$ cat src/rtl/enemies_formation_move.sv
// Enemy formation mover: horizontal sweep with edge bounce and step-down, alive mask, pixel hit test.
// Optional build macro SPEEDUP_EN: speed grows with the number of killed enemies.
module enemies_formation_move #(
    parameter int unsigned COLS            = 6,
    parameter int unsigned ROWS            = 3,
    parameter int unsigned INITIAL_X       = 64,
    parameter int unsigned INITIAL_Y       = 40,
    parameter int unsigned OBJECT_WIDTH_X  = 30,
    parameter int unsigned OBJECT_HEIGHT_Y = 30,
    parameter int unsigned GAP_X           = 10,
    parameter int unsigned GAP_Y           = 10,
    parameter int unsigned X_SPEED         = 120,
    parameter int unsigned STEP_Y          = 16,
    parameter int unsigned SCREEN_W        = 640,
    parameter int unsigned BOTTOM_LIMIT    = 400,
    parameter int unsigned DIR_CHANGE_WAIT = 100,
    parameter int unsigned SPEEDUP_STEP    = 8
) (
    input  logic                   clk,
    input  logic                   reset,
    input  logic                   startOfFrame,
    input  logic [10:0]            pixelX,
    input  logic [10:0]            pixelY,
    input  logic                   changeDirection,
    input  logic                   killValid,
    input  logic [7:0]             killIndex,
    output logic [10:0]            topLeftX,
    output logic [10:0]            topLeftY,
    output logic [10:0]            offsetX,
    output logic [10:0]            offsetY,
    output logic                   drawingRequest,
    output logic [7:0]             enemyIndex,
    output logic [COLS*ROWS-1:0]   aliveMask,
    output logic                   allDead,
    output logic                   reachedBottom
);

    localparam int unsigned N       = COLS * ROWS;
    localparam int unsigned PITCH_X = OBJECT_WIDTH_X + GAP_X;
    localparam int unsigned PITCH_Y = OBJECT_HEIGHT_Y + GAP_Y;
    localparam int unsigned CW      = 4;
    localparam int unsigned RW      = 3;
    localparam int unsigned TW      = 16;

    typedef enum logic [1:0] {RUN, DESCEND, LANDED, CLEARED} state_t;

    state_t               state, state_n;
    logic signed [31:0]   pos_x, pos_x_n, pos_y, pos_y_n;
    logic                 dir_neg, dir_n;
    logic [TW-1:0]        timer, timer_n;
    logic [TW-1:0]        step_cnt, step_n;

    logic signed [31:0]   tl_x, tl_y;
    logic signed [31:0]   speed, nx, ny;
    logic signed [31:0]   left_edge, right_edge, bottom_edge;
    logic                 bounce, landed;

    logic [COLS-1:0]      col_alive;
    logic [ROWS-1:0]      row_alive;
    logic [CW-1:0]        left_col, right_col;
    logic [RW-1:0]        bottom_row;
    logic [N-1:0]         kill_onehot;

    // Signed division truncates toward zero, matching position/64
    assign tl_x     = pos_x / 32'sd64;
    assign tl_y     = pos_y / 32'sd64;
    assign topLeftX = 11'(tl_x);
    assign topLeftY = 11'(tl_y);

`ifdef SPEEDUP_EN
    logic [7:0] alive_cnt;
    always_comb begin
        alive_cnt = '0;
        for (int i = 0; i < N; i++) alive_cnt = alive_cnt + 8'(aliveMask[i]);
    end
    assign speed = 32'(X_SPEED) + 32'(SPEEDUP_STEP) * (32'(N) - 32'(alive_cnt));
`else
    assign speed = 32'(X_SPEED);
`endif

    // Bounding box of the alive enemies
    always_comb begin
        col_alive  = '0;
        row_alive  = '0;
        left_col   = '0;
        right_col  = '0;
        bottom_row = '0;
        for (int r = 0; r < ROWS; r++)
            for (int c = 0; c < COLS; c++)
                if (aliveMask[r*COLS + c]) begin
                    col_alive[c] = 1'b1;
                    row_alive[r] = 1'b1;
                end
        for (int c = COLS - 1; c >= 0; c--) if (col_alive[c]) left_col = CW'(c);
        for (int c = 0; c < COLS; c++) if (col_alive[c]) right_col = CW'(c);
        for (int r = 0; r < ROWS; r++) if (row_alive[r]) bottom_row = RW'(r);
    end

    always_comb begin
        nx          = dir_neg ? pos_x - speed : pos_x + speed;
        ny          = pos_y + 32'sd64;
        left_edge   = nx + $signed(32'(left_col) * 32'(PITCH_X * 64));
        right_edge  = nx + $signed(32'(right_col) * 32'(PITCH_X * 64) + 32'(OBJECT_WIDTH_X * 64));
        bottom_edge = ny + $signed(32'(bottom_row) * 32'(PITCH_Y * 64) + 32'(OBJECT_HEIGHT_Y * 64));
        bounce      = (left_edge < 0) || (right_edge > $signed(32'(SCREEN_W * 64)));
        landed      = bottom_edge >= $signed(32'(BOTTOM_LIMIT * 64));
    end

    always_ff @(posedge clk) begin
        if (reset) begin
            state    <= RUN;
            pos_x    <= $signed(32'(INITIAL_X * 64));
            pos_y    <= $signed(32'(INITIAL_Y * 64));
            dir_neg  <= 1'b0;
            timer    <= '0;
            step_cnt <= '0;
        end else begin
            state    <= state_n;
            pos_x    <= pos_x_n;
            pos_y    <= pos_y_n;
            dir_neg  <= dir_n;
            timer    <= timer_n;
            step_cnt <= step_n;
        end
    end

    always_comb begin
        state_n = state;
        pos_x_n = pos_x;
        pos_y_n = pos_y;
        dir_n   = dir_neg;
        timer_n = timer;
        step_n  = step_cnt;
        if (startOfFrame && timer != '0) timer_n = timer - TW'(1);
        case (state)
            RUN: begin
                if (startOfFrame) begin
                    if (bounce) begin
                        dir_n   = ~dir_neg;
                        step_n  = TW'(STEP_Y);
                        state_n = DESCEND;
                    end else begin
                        pos_x_n = nx;
                    end
                end
                // A same-cycle bounce already reversed the direction, so the request is dropped
                if (changeDirection && timer == '0 && !(startOfFrame && bounce)) begin
                    dir_n   = ~dir_neg;
                    timer_n = TW'(DIR_CHANGE_WAIT);
                end
            end
            DESCEND: begin
                if (startOfFrame) begin
                    pos_y_n = ny;
                    step_n  = step_cnt - TW'(1);
                    if (landed)
                        state_n = LANDED;
                    else if (step_cnt <= TW'(1))
                        state_n = RUN;
                end
            end
            default: ;
        endcase
        if (aliveMask == '0 && state != LANDED) state_n = CLEARED;
    end

    always_comb begin
        kill_onehot = '0;
        for (int i = 0; i < N; i++)
            if (killValid && killIndex == 8'(i)) kill_onehot[i] = 1'b1;
    end

    always_ff @(posedge clk) begin
        if (reset) aliveMask <= '1;
        else       aliveMask <= aliveMask & ~kill_onehot;
    end

    always_ff @(posedge clk) begin
        if (reset) begin
            allDead       <= 1'b0;
            reachedBottom <= 1'b0;
        end else begin
            allDead       <= (state_n == CLEARED);
            reachedBottom <= (state_n == LANDED);
        end
    end

    // Pixel hit test against the current formation position
    logic signed [31:0] dx, dy;
    logic [31:0]        col_q, col_r, row_q, row_r, hit_idx;
    logic [N-1:0]       alive_sh;
    logic               hit;

    always_comb begin
        dx       = $signed({21'b0, pixelX}) - tl_x;
        dy       = $signed({21'b0, pixelY}) - tl_y;
        col_q    = '0;
        col_r    = '0;
        row_q    = '0;
        row_r    = '0;
        hit_idx  = '0;
        alive_sh = '0;
        hit      = 1'b0;
        if (dx >= 0 && dy >= 0) begin
            col_q    = $unsigned(dx) / PITCH_X;
            col_r    = $unsigned(dx) % PITCH_X;
            row_q    = $unsigned(dy) / PITCH_Y;
            row_r    = $unsigned(dy) % PITCH_Y;
            hit_idx  = row_q * COLS + col_q;
            alive_sh = aliveMask >> hit_idx;
            hit      = (col_q < COLS) && (row_q < ROWS) &&
                       (col_r < OBJECT_WIDTH_X) && (row_r < OBJECT_HEIGHT_Y) && alive_sh[0];
        end
    end

    always_ff @(posedge clk) begin
        if (reset || !hit || state == CLEARED) begin
            drawingRequest <= 1'b0;
            offsetX        <= '0;
            offsetY        <= '0;
            enemyIndex     <= '0;
        end else begin
            drawingRequest <= 1'b1;
            offsetX        <= 11'(col_r);
            offsetY        <= 11'(row_r);
            enemyIndex     <= 8'(hit_idx);
        end
    end

endmodule

$ cat config.mk
export PLATFORM = sky130hd
export DESIGN_NAME = enemies_formation_move
export DESIGN_NICKNAME = d
export VERILOG_FILES = /design/src/rtl/enemies_formation_move.sv
export SDC_FILE = /design/constraint.sdc
export NUM_CORES = 1
export LEC_CHECK = 0
export ABC_AREA = 1
export CAP_MARGIN = 20
export CORE_MARGIN = 10
export CORE_UTILIZATION = 40
export CTS_BUF_LIST = sky130_fd_sc_hd__clkbuf_8 sky130_fd_sc_hd__clkbuf_16
export DETAILED_ROUTE_END_ITERATION = 16
export SLEW_MARGIN = 20
export SYNTH_ARGS = -nofsm -noshare
export SYNTH_HDL_FRONTEND = slang
export SYNTH_SLANG_ARGS = --single-unit
$ cat constraint.sdc
create_clock -name clk -period 22.4 [get_ports clk]
set_clock_uncertainty 0.2 [all_clocks]
set_input_delay 2.24 -clock clk [delete_from_list [all_inputs] [get_ports clk]]
set_output_delay 2.24 -clock clk [all_outputs]
set_load 0.005 [all_outputs]
==> impl_results.html <==
<table>
<tr><th>Metric</th><th>Value</th></tr>
<tr><th colspan="2">Critical path</th></tr>
<tr><td>Slowest cell on the critical path</td><td>sky130_fd_sc_hd__or4_2</td></tr>
<tr><td>Cell with the most instances on the worst path</td><td>sky130_fd_sc_hd__nand2_2</td></tr>
<tr><td>Crit. path cell count</td><td>147</td></tr>
<tr><td>Top Family by Delay on Critical Path</td><td>simple AND/OR/NAND/NOR gates</td></tr>
<tr><td>Crit path from</td><td>pixelY[0]</td></tr>
<tr><td>Max stage delay on crit path</td><td>0.64 ns</td></tr>
<tr><td>Critical Path Source Type</td><td>input port</td></tr>
<tr><td>Reg-to-reg slack, setup</td><td>4.12 ns</td></tr>
<tr><td>Data required time at the worst endpoint</td><td>approximately 23 ns</td></tr>
<tr><td>Destination of the worst register-to-register timing path</td><td>offsetX[2]</td></tr>
<tr><td>Max FO, Critical Path</td><td>7</td></tr>
<tr><td>Worst Setup Path Type</td><td>input port to flip-flop</td></tr>
<tr><td>Worst Path Buf+Inv</td><td>19</td></tr>
<tr><td>Endpoint arrival time on the critical path</td><td>20.31 ns</td></tr>
<tr><td>Worst Setup End Kind</td><td>flip-flop</td></tr>
<tr><td>Critical register-to-register path startpoint</td><td>pos_x[31]</td></tr>
<tr><td>Timing endpoint of the critical path</td><td>offsetX[2]</td></tr>
<tr><td>Number of cells on the worst reg-to-reg path</td><td>138</td></tr>
<tr><th colspan="2">Timing</th></tr>
<tr><td>WHS</td><td>0.257 ns</td></tr>
<tr><td>Final setup violation count</td><td>0</td></tr>
<tr><td>Setup TNS</td><td>0 ns</td></tr>
<tr><td>Number of max-slew violations in the final report</td><td>0</td></tr>
<tr><td>Setup repair after global routing missed its margin</td><td>no</td></tr>
<tr><td>Total count of hold-check failures in the final report</td><td>0</td></tr>
<tr><td>Tmin final</td><td>20.10 ns</td></tr>
<tr><td>F_max</td><td>49.7 MHz</td></tr>
<tr><td>Tightest slew margin relative to the limit</td><td>between 20% and 30%</td></tr>
<tr><td>Worst Max-Slew Pin Slew</td><td>1.06 ns</td></tr>
<tr><td>Final Cycle Share</td><td>between 80% and 90%</td></tr>
<tr><th colspan="2">Placement</th></tr>
<tr><td>Last weighted congestion value of the routability-driven placer</td><td>around 0.89</td></tr>
<tr><td>Number of placed instances with taps included</td><td>between 3000 and 4000</td></tr>
<tr><td>Total of buffers placed on input and output ports</td><td>107</td></tr>
<tr><td>Detailed-placement wirelength estimate</td><td>38500 microns</td></tr>
<tr><th colspan="2">Detailed routing</th></tr>
<tr><td>Wire length after detailed routing</td><td>47100 microns</td></tr>
<tr><td>Drt via density</td><td>5.03</td></tr>
<tr><td>Number of vias after detailed routing</td><td>17500</td></tr>
<tr><td>DR iter-0 viols</td><td>966</td></tr>
<tr><td>Antenna-violating nets left</td><td>0</td></tr>
<tr><td>Drc violations</td><td>0</td></tr>
<tr><td>Average wire length per cell after detail routing</td><td>13.5 microns</td></tr>
<tr><td>Iteration count of the initial detailed-routing pass</td><td>5</td></tr>
<tr><th colspan="2">Floorplan</th></tr>
<tr><td>Full die area</td><td>52500 sq um</td></tr>
<tr><td>Starting density of the core</td><td>40.5%</td></tr>
<tr><td>I/O pin total</td><td>108</td></tr>
<tr><td>Number of placement rows</td><td>76</td></tr>
<tr><td>Chip Width</td><td>about 230 microns</td></tr>
<tr><td>Die height</td><td>229 microns</td></tr>
<tr><td>Core Footprint</td><td>43200 sq um</td></tr>
<tr><th colspan="2">Layout</th></tr>
<tr><td>Fill count</td><td>about 4600</td></tr>
<tr><td>Net count reported at finish</td><td>between 3000 and 4000</td></tr>
<tr><td>Post-route insts no fill</td><td>3479</td></tr>
<tr><td>Final Core Density</td><td>a little under half</td></tr>
<tr><td>Ratio of cells with drive above 1 in the final layout</td><td>13.5%</td></tr>
<tr><td>Area delta synth-&gt;final</td><td>13.3%</td></tr>
<tr><th colspan="2">Clock network</th></tr>
<tr><td>Count of H-tree levels built during CTS</td><td>4</td></tr>
<tr><td>Maximum count of clock buffers along a single path</td><td>2</td></tr>
<tr><td>Clock insertion delay at the later pin of the skew report</td><td>0.45 ns</td></tr>
<tr><td>Clock slew at the register clock pins of the worst setup and hold paths</td><td>0.07 ns</td></tr>
<tr><td>Num CTS Buffers</td><td>17</td></tr>
<tr><td>Count of buffers added by post-CTS timing repair for setup</td><td>0</td></tr>
<tr><td>TritonCTS clock tree</td><td>built</td></tr>
<tr><td>Hold-fix buffers, CTS</td><td>0</td></tr>
<tr><td>Root Buffer Master</td><td>sky130_fd_sc_hd__clkbuf_16</td></tr>
<tr><td>Post-cts gate resize count</td><td>0</td></tr>
<tr><td>Number of sinks on the clock net</td><td>141</td></tr>
<tr><th colspan="2">Yosys</th></tr>
<tr><td>Cells after Synth</td><td>approximately 2800</td></tr>
<tr><td>Synth warnings</td><td>0</td></tr>
<tr><td>Syn Std Cell Area</td><td>between 15000 and 20000 sq um</td></tr>
<tr><td>Number of flip-flops and latches in the synthesized netlist</td><td>~140</td></tr>
<tr><td>Unique masters post-synth</td><td>65</td></tr>
<tr><td>Mean area per synthesized cell</td><td>6.33 sq um</td></tr>
<tr><td>Post-synthesis sequential area ratio</td><td>16.2%</td></tr>
<tr><th colspan="2">GRT</th></tr>
<tr><td>Antenna violations before repair</td><td>1</td></tr>
<tr><td>Pin count of the biggest net entering global routing</td><td>54</td></tr>
<tr><td>First-pass GRT wire length</td><td>slightly below 80000 microns</td></tr>
<tr><td>Total GRT Usage</td><td>17.5%</td></tr>
<tr><td>Total global routing overflow</td><td>0</td></tr>
<tr><td>Vias in the first global route</td><td>16600</td></tr>
<tr><th colspan="2">Outcome</th></tr>
<tr><td>Status</td><td>finished clean</td></tr>
<tr><th colspan="2">Job</th></tr>
<tr><td>Maxcap violations</td><td>0</td></tr>
<tr><th colspan="2">Min path</th></tr>
<tr><td>Path type of the worst min-delay path</td><td>flip-flop to flip-flop</td></tr>
</table>
cells by family after synthesis:
group,after synthesis,share of synthesized area [%]
and+or+nand+nor,1397,39.8
buffers and inverters,480,10.9
AOI/OAI and AO/OA,419,13.4
xor gates and xnor gates,169,8.55
adders and majority gates,153,11.2
DFF,141,16.2
other,2,0.0430
muxes,1,0.0787
per-layer routing:
layer	vias up	wire [microns]	share of wire [%]	global-route usage [%]
met5	-	0	0	0
met4	0	653	1.4	4.32
met3	32	1990	4.2	3.45
met2	268	22100	47	29.8
met1	7997	22400	47	22.1
li1	9215	-	-	-
worst min path at each step:
stage                 start            to  depth (start not counted)
6_report       step_cnt[15]  step_cnt[15]                          1
4_1_cts        step_cnt[15]  step_cnt[15]                          1
3_3_place_gp    step_cnt[6]   step_cnt[6]                          1
5_1_grt           timer[15]     timer[15]                          1
2_1_floorplan  step_cnt[15]  step_cnt[15]                          1
3_5_place_dp    step_cnt[6]   step_cnt[6]                          1
per-stage QoR:
step	worst slack [ns]	area, sq um
6_report	2.30	19800
3_5_place_dp	1.58	19200
5_1_grt	0.198	19800
2_1_floorplan	4.69	17600
3_3_place_gp	2.25	19200
4_1_cts	1.99	19800
cell usage in the layout (no fill, tap or decap), drive strengths merged, types with 4 or more instances in the layout:
| master | synthesis | final |
|---|---|---|
| and3 | 4 | 4 |
| a21boi | 5 | 5 |
| nor3 | 41 | 41 |
| o21ai | 144 | 144 |
| o21a | 4 | 4 |
| nand3b | 12 | 12 |
| inv | 434 | 441 |
| nor2 | 222 | 222 |
| nand4 | 45 | 45 |
| xnor2 | 38 | 38 |
| ha | 148 | 148 |
| conb | 2 | 24 |
| nand2 | 739 | 739 |
| nor4 | 15 | 15 |
| buf | 17 | 7 |
| o211ai | 6 | 6 |
| a31oi | 11 | 11 |
| xor2 | 130 | 130 |
| a21o | 8 | 8 |
| or4 | 4 | 4 |
| clkbuf | 20 | 17 |
| o31ai | 9 | 9 |
| o2111ai | 4 | 4 |
| dfxtp | 141 | 141 |
| clkinv | 9 | 15 |
| a211oi | 5 | 5 |
| a21oi | 197 | 197 |
| or2 | 7 | 7 |
| nand3 | 302 | 302 |
| o21bai | 17 | 17 |
| fa | 5 | 5 |
| clkdlybuf4s50 | 0 | 107 |
final cells by class:
| cell class | instances | area (sq um) | area share [%] |
|---|---|---|---|
| Inverter | 443 | 1680 | 8.48 |
| Antenna cell | 1 | 2.50 | 0.0126 |
| Sequential cell | 141 | 2820 | 14.3 |
| Tap cell | 585 | 732 | 3.70 |
| Timing Repair Buffer | 114 | 1140 | 5.74 |
| Clock inverter | 15 | 173 | 0.872 |
| Multi-Input combinational cell | 2163 | 12800 | 64.8 |
| Clock buffer | 17 | 425 | 2.15 |
synth_stat cells, drive strengths merged:
master   instances  area (sq um)
a2111o           1          11.3
a211oi           5          37.5
a21boi           5          37.5
a21o             8          62.6
a21oi          197           990
a31o             1          8.76
a31oi           11          68.8
and2             3          21.3
and3             4          25.0
buf             17           148
clkbuf          20          77.6
clkinv           9          48.8
conb             2          7.51
dfxtp          141          2820
fa               5           100
ha             148          1850
inv            434          1630
mux2i            1          13.8
nand2          739          3440
nand3          302          1680
nand3b          12          90.1
nand4           45           297
nor2           222           996
nor3            41           205
nor3b            1          7.51
nor4            15           100
o2111ai          4          35.0
o211ai           6          45.0
o21a             4          30.0
o21ai          144           754
o21bai          17           131
o221ai           2          17.5
o22ai            3          18.8
o31a             1          8.76
o31ai            9          67.6
o41ai            1          8.76
or2              7          43.8
or3              2          12.5
or4              4          32.5
xnor2           38           333
xnor3            1          22.5
xor2           130          1140
sequential cells by signal, indices dropped and copies added, names as in the netlist, 8 cells and up:
| register | cells |
|---|---|
| pos_x | 29 |
| pos_y | 26 |
| aliveMask | 18 |
| step_cnt | 16 |
| timer | 16 |
| offsetX | 11 |
| offsetY | 11 |
| enemyIndex | 8 |
Power is left out: the tool's default activity adds up to more than one toggle a clock period on the data nets, which glitch-free logic cannot reach.
